===== src/rtl/vend_ctrl_p.sv =====
// vend_ctrl_p: vending machine controller.
// Coins and buttons are registered and edge-detected. Credit saturates at
// MAX_CREDIT, and a purchase holds dispense high for VEND_HOLD cycles.
// Optional feature: define VEND_CTRL_REFUND_EN to enable the refund button
// and the REFUND state.
module vend_ctrl_p #(
    parameter int N_ITEMS    = 5,
    parameter int CREDIT_W   = 8,
    parameter logic [N_ITEMS*CREDIT_W-1:0] PRICES = {8'd8, 8'd10, 8'd6, 8'd5, 8'd7},
    parameter int MAX_CREDIT = 79,
    parameter int VEND_HOLD  = 4,
    localparam int SEL_W     = $clog2(N_ITEMS)
) (
    input  logic                clk,
    input  logic                rst,
    input  logic [3:0]          coin_in,
    input  logic                L_button,
    input  logic                R_button,
    input  logic                C_button,
    input  logic                refund_button,
    output logic [CREDIT_W-1:0] credit,
    output logic [SEL_W-1:0]    sel,
    output logic [CREDIT_W-1:0] sel_price,
    output logic [N_ITEMS-1:0]  afford,
    output logic                dispense,
    output logic [SEL_W-1:0]    dispense_item,
    output logic                deny,
    output logic                coin_reject,
    output logic                refund_valid,
    output logic [CREDIT_W-1:0] refund_amount,
    output logic                busy
);

    localparam int SUM_W = CREDIT_W + 7;

    typedef enum logic [1:0] {IDLE, BROWSE, VEND, REFUND} state_t;

`ifdef VEND_CTRL_REFUND_EN
    localparam int NB = 4;
    logic [NB-1:0] btn_raw;
    assign btn_raw = {refund_button, C_button, R_button, L_button};
`else
    localparam int NB = 3;
    logic [NB-1:0] btn_raw;
    logic unused_refund;
    assign btn_raw = {C_button, R_button, L_button};
    assign unused_refund = refund_button;
`endif

    state_t              state, state_n;
    logic [3:0]          coin_q, coin_qq, coin_e;
    logic [NB-1:0]       btn_q, btn_qq, btn_e;
    logic [1:0]          vld;
    logic [CREDIT_W-1:0] credit_n, added;
    logic [SEL_W-1:0]    sel_n, item_n;
    logic [7:0]          hold_cnt, hold_n;
    logic                deny_n, reject_n;
    logic [5:0]          coin_sum;
    logic [SUM_W-1:0]    sum;
    logic                over;

    // Edges count only once both sample stages hold post-reset data, so held inputs never fire
    always_comb begin
        coin_e = coin_q & ~coin_qq & {4{vld[1]}};
        btn_e  = btn_q & ~btn_qq & {NB{vld[1]}};
    end

    // Coin value of this cycle's edges, credit plus coins, and the saturated result
    always_comb begin
        coin_sum = (coin_e[0] ? 6'd1  : 6'd0) + (coin_e[1] ? 6'd5  : 6'd0)
                 + (coin_e[2] ? 6'd10 : 6'd0) + (coin_e[3] ? 6'd20 : 6'd0);
        sum      = SUM_W'(credit) + SUM_W'(coin_sum);
        over     = sum > SUM_W'(MAX_CREDIT);
        added    = over ? CREDIT_W'(MAX_CREDIT) : sum[CREDIT_W-1:0];
    end

    // Price lookup and per-item affordability from registered credit and selection
    assign sel_price = PRICES[int'(sel)*CREDIT_W +: CREDIT_W];
    for (genvar i = 0; i < N_ITEMS; i++) begin : g_afford
        assign afford[i] = credit >= PRICES[i*CREDIT_W +: CREDIT_W];
    end

    // Next-state logic: purchases are checked against pre-coin credit, C beats refund beats L/R
    always_comb begin
        state_n  = state;
        credit_n = credit;
        sel_n    = sel;
        item_n   = dispense_item;
        hold_n   = hold_cnt;
        deny_n   = 1'b0;
        reject_n = 1'b0;
        case (state)
            IDLE: begin
                credit_n = added;
                reject_n = over;
                if (credit != '0) state_n = BROWSE;
            end
            BROWSE: begin
                credit_n = added;
                reject_n = over;
                if (btn_e[2]) begin
                    if (credit >= sel_price) begin
                        credit_n = added - sel_price;
                        item_n   = sel;
                        hold_n   = 8'(VEND_HOLD - 1);
                        state_n  = VEND;
                    end else begin
                        deny_n = 1'b1;
                    end
                end
`ifdef VEND_CTRL_REFUND_EN
                else if (btn_e[3]) begin
                    state_n = REFUND;
                end
`endif
                else if (btn_e[0] && !btn_e[1]) begin
                    sel_n = (sel == '0) ? SEL_W'(N_ITEMS - 1) : sel - SEL_W'(1);
                end else if (btn_e[1] && !btn_e[0]) begin
                    sel_n = (sel == SEL_W'(N_ITEMS - 1)) ? '0 : sel + SEL_W'(1);
                end
            end
            VEND: begin
                credit_n = added;
                reject_n = over;
                if (hold_cnt == 8'd0) begin
                    state_n = (credit_n != '0) ? BROWSE : IDLE;
                end else begin
                    hold_n = hold_cnt - 8'd1;
                end
            end
            REFUND: begin
`ifdef VEND_CTRL_REFUND_EN
                credit_n = '0;
                reject_n = |coin_e;
`endif
                state_n = IDLE;
            end
            default: state_n = IDLE;
        endcase
    end

    // State, credit, selection, input sample registers and registered pulses
    always_ff @(posedge clk) begin
        if (rst) begin
            state         <= IDLE;
            credit        <= '0;
            sel           <= '0;
            dispense_item <= '0;
            hold_cnt      <= '0;
            deny          <= 1'b0;
            coin_reject   <= 1'b0;
            coin_q        <= '0;
            coin_qq       <= '0;
            btn_q         <= '0;
            btn_qq        <= '0;
            vld           <= '0;
        end else begin
            state         <= state_n;
            credit        <= credit_n;
            sel           <= sel_n;
            dispense_item <= item_n;
            hold_cnt      <= hold_n;
            deny          <= deny_n;
            coin_reject   <= reject_n;
            coin_q        <= coin_in;
            coin_qq       <= coin_q;
            btn_q         <= btn_raw;
            btn_qq        <= btn_q;
            vld           <= {vld[0], 1'b1};
        end
    end

    assign dispense = (state == VEND);
    assign busy     = (state == VEND) || (state == REFUND);

`ifdef VEND_CTRL_REFUND_EN
    assign refund_valid  = (state == REFUND);
    assign refund_amount = refund_valid ? credit : '0;
`else
    assign refund_valid  = 1'b0;
    assign refund_amount = '0;
`endif

endmodule


===== config.mk =====
export PLATFORM = sky130hd
export DESIGN_NAME = vend_ctrl_p
export DESIGN_NICKNAME = d
export VERILOG_FILES = /design/src/rtl/vend_ctrl_p.sv
export SDC_FILE = /design/constraint.sdc
export NUM_CORES = 1
export LEC_CHECK = 0
export CORE_MARGIN = 4
export CORE_UTILIZATION = 49
export CTS_BUF_LIST = sky130_fd_sc_hd__clkbuf_2
export DETAILED_ROUTE_END_ITERATION = 7
export HOLD_SLACK_MARGIN = 0.05
export MAX_ROUTING_LAYER = met4
export PLACE_DENSITY = 0.76
export SYNTH_ARGS = -nofsm -noshare
export SYNTH_HDL_FRONTEND = slang
export SYNTH_SLANG_ARGS = --single-unit

===== constraint.sdc =====
create_clock -name clk -period 4.1 [get_ports clk]
set_input_delay 0.82 -clock clk [delete_from_list [all_inputs] [get_ports clk]]
set_output_delay 0.82 -clock clk [all_outputs]
set_load 0.01 [all_outputs]

==> summary.txt, run 1 <==
Critical path
  • Worst Setup End Kind: flip-flop
  • Worst Path Arrival: 4.20 ns
  • Critical path launch point type: flip-flop
  • Worst setup path class: flip-flop to flip-flop
  • Worst Path Max Fanout: 4
  • Worst path required time: 4.42 ns

Route
  • Via count: 2360
  • Drt via density: 5.579
  • Uppermost routed layer: met4
  • Starting DRT DRC Count: 121
  • Met3 wire length: 309 microns
  • Total Routed Length: 6.078 mm
  • Antenna-violating nets left: 0
  • WL per Instance: 14.37 microns
  • Drt drc: 0
  • M1 wire length: 2.745 mm
  • DR pass1 iterations: 4
  • Met2 wire length: 2.928 mm

Cells and area
  • Final net count: 392
  • Synthesis-to-finish area growth: 21.78%
  • Commonest cells after routing, fill and taps aside: 40 x dfxtp_1, 35 x clkdlybuf4s50_1, 23 x inv_1, 23 x ha_1
  • Antenna Cells: 0
  • Fraction of layout cells with a size suffix above 1: 0.1728
  • Most common cell after layout, fill and taps aside: dfxtp_1
  • Non-filler cells, final: 423
  • Fillcell total: 459

Global routing
  • Vias in the first global route: 2226
  • Largest net degree at the start of global routing: 34
  • First-pass GRT wire length: 10.11 mm
  • Total grt overflow: 0
  • Initial antenna violation count: 0
  • Total global-route track usage: 0.1973

Logic synthesis
  • Number of synthesized flops with an enable pin: 0
  • Yosys top cell area share: 0.3081
  • Ranking of synthesized cells by area: dfxtp_1 31%, ha_1 11%, nor2b_1 4.4%
  • Post-synthesis compound-gate area fraction: 0.1894
  • Mapped Area: 2729 sq um
  • Synth Area per Inst: 8.831 sq um
  • Sequential fraction of the synthesis area: 0.3081
  • Synth Area in Adders: 0.1440
  • Warnings from Yosys: 0
  • Synth Area in XOR/XNOR: 0.006419
  • Mux share of post-synthesis cell area: 0.01513
  • Cell taking the most area after synthesis: dfxtp_1
  • Main combinational cell family by area after synthesis: simple AND/OR/NAND/NOR gates
  • Top FF cell, synth: dfxtp_1
  • Post-Synth Simple-Gate Area: 0.2485
  • #FFs+latches synth: 42
  • Asr flop ratio synth: 0
  • Number of cells produced by synthesis: 309
  • Distinct cell type count after synthesis: 67

Clocking
  • Root buffer cell: clkbuf_2
  • CTS sink count: 42
  • Clock buffer depth: 2
  • CTS buffer count: 5
  • Clk_lat worst skew: 0.39 ns
  • Clock Pin Slew Worst Setup and Hold Paths: 0.20 ns
  • H-tree depth: 2
  • CTS tree: built
  • Cts hold-fix bufs: 0

Place
  • Placed insts: 415
  • Port-buffer cells: 35
  • Hpwl dp: 4.575 mm
  • Worst slack at placement: -0.1022 ns
  • Routability cong.: 0.8811

Floorplan
  • Core ar.: 5238 sq um
  • Die Area: 6827 sq um
  • Height of the die: 82.63 microns
  • Ports: 50
  • Num rows: 26
  • Starting Density: 0.5210
  • Die X-Extent: 82.63 microns

STA
  • Worst setup margin: 0.2239 ns
  • Slew margin rel.: 0.5311
  • Maximum clock rate: 258.0 MHz
  • Count of final setup violators: 0
  • Post-layout minimum cycle time: 3.876 ns
  • Worst slew pin tran: 0.6959 ns
  • Hold Fails Final Rpt: 0
  • Final Cycle Share: 0.9454
  • Worst Skew: 0.01384 ns
  • WHS: 0.4580 ns
  • Pins Over Slew Limit: 0

Power and ir drop
  • Worst ir drop on vdd: 0.2212 mV
  • Pwr Total: 790.1 uW
  • Static leakage: 0.001405 uW
  • Pwr dens: 237.7 nW/um^2

Job
  • MaxCap Viol Count: 0

Worst hold path
  • Hold crit path type: flip-flop to flip-flop

Run status
  • Status: completed
[critical path, stage by stage (launching register included)]
cell      delay (ns)
dfxtp_2         0.37
nand2_1         0.04
or2_2           0.29
fa_1            0.50
inv_1           0.08
ha_4            0.25
a211o_1         0.29
nand3b_1        0.18
and4_1          0.22
o22ai_2         0.10
buf_6           0.15
or2_2           0.28
ha_1            0.29
a21boi_1        0.16
or3_4           0.36
a311oi_2        0.25
[cell type report]
| class | count | area [sq um] | area share |
|---|---|---|---|
| Inverter | 23 | 86.33 | 0.02598 |
| Clock buffer | 5 | 25.02 | 0.007530 |
| Tap cell | 70 | 87.58 | 0.02636 |
| Clock inverter | 2 | 10.01 | 0.003012 |
| Multi-Input combinational cell | 232 | 1812 | 0.5452 |
| Sequential cell | 42 | 843.3 | 0.2538 |
| Timing Repair Buffer | 49 | 459.2 | 0.1382 |
[Yosys cell counts (2+ instances only)]
cell type	instances
a2111oi_0	3
a211o_1	2
a211oi_1	4
a21boi_0	2
a21o_1	4
a21oi_1	14
a221oi_1	2
a311oi_1	4
a31oi_1	2
and2_1	3
and3_1	3
and3b_1	2
buf_4	14
clkbuf_1	8
dfxtp_1	42
fa_1	4
ha_1	25
inv_1	23
mux2i_1	3
nand2_1	9
nand2b_1	4
nand3_1	5
nand3b_1	3
nor2_1	20
nor2b_1	19
nor3_1	13
nor3b_1	2
nor4b_1	2
o21ai_0	8
o21ai_1	3
o22ai_1	3
o31ai_1	5
or2_2	7
or3_1	5
or3_2	2
or4_1	2
or4_2	2
or4_4	2
[sequential cells by signal, summed over array words and instances, names as in the netlist, 3 cells and up]
register       count
btn_qq             3
sel                3
coin_q             4
coin_qq            4
hold_cnt           8
credit             8
dispense_item      3
btn_q              3
[stage by stage]
| stage | util | TNS, ns | area (sq um) |
|---|---|---|---|
| 2_1_floorplan | - | 0 | 2778 |
| 3_3_place_gp | 0.6034 | -0.05404 | 3161 |
| 3_5_place_dp | 0.6034 | -0.2024 | 3161 |
| 4_1_cts | 0.6128 | -0.03849 | 3209 |
| 5_1_grt | 0.6345 | -0.007279 | 3323 |
| 6_report | 0.6345 | 0 | 3323 |
[routing by layer]
layer,GRT usage,vias to the layer above
met5,-,-
met4,0.06209,0
met3,0.03796,11
met2,0.3205,63
met1,0.2477,1112
li1,-,1174
[cell families (layout without fill, tap and decap cells)]
| kind of cell | after synthesis | in the layout |
|---|---|---|
| and+or+nand+nor | 114 | 114 |
| AOI/OAI and AO/OA | 70 | 70 |
| buffers and inverters | 47 | 79 |
| DFF | 42 | 42 |
| adders and majority gates | 29 | 29 |
| muxes | 4 | 4 |
| xor gates and xnor gates | 2 | 2 |
| other | 1 | 13 |
[final timing paths]
path,start,to,slack (ns),cells after the start
setup / recovery,vld[1],credit[5],0.22,15
hold / removal,vld[0],vld[1],0.46,1
setup reg to reg,vld[1],credit[5],0.22,15
hold reg to reg,vld[0],vld[1],0.46,1
[timing repair]
action | CTS | global route
buffers inserted | 0 | 1
pin swaps | 2 | 9
resized for setup | 4 | 23
endpoints found under the setup margin | 4 | 6
[report_power, final]
group / internal [uW] / switching [uW]
clock: 37.1 / 127
sequential: 424 / 13.4
combinational: 92.0 / 96.8
total: 553 / 237
No activity file was read; power rests on OpenSTA's default activity.
==> inputs of run 2 (changes only) <==
SKIP_LAST_GASP = 1   (was not set)
==> results of run 2 <==
The final DEF is identical to that of run 1; final timing and power are the same.
Among the figures that moved: number of gates resized after CTS 4 -> 3
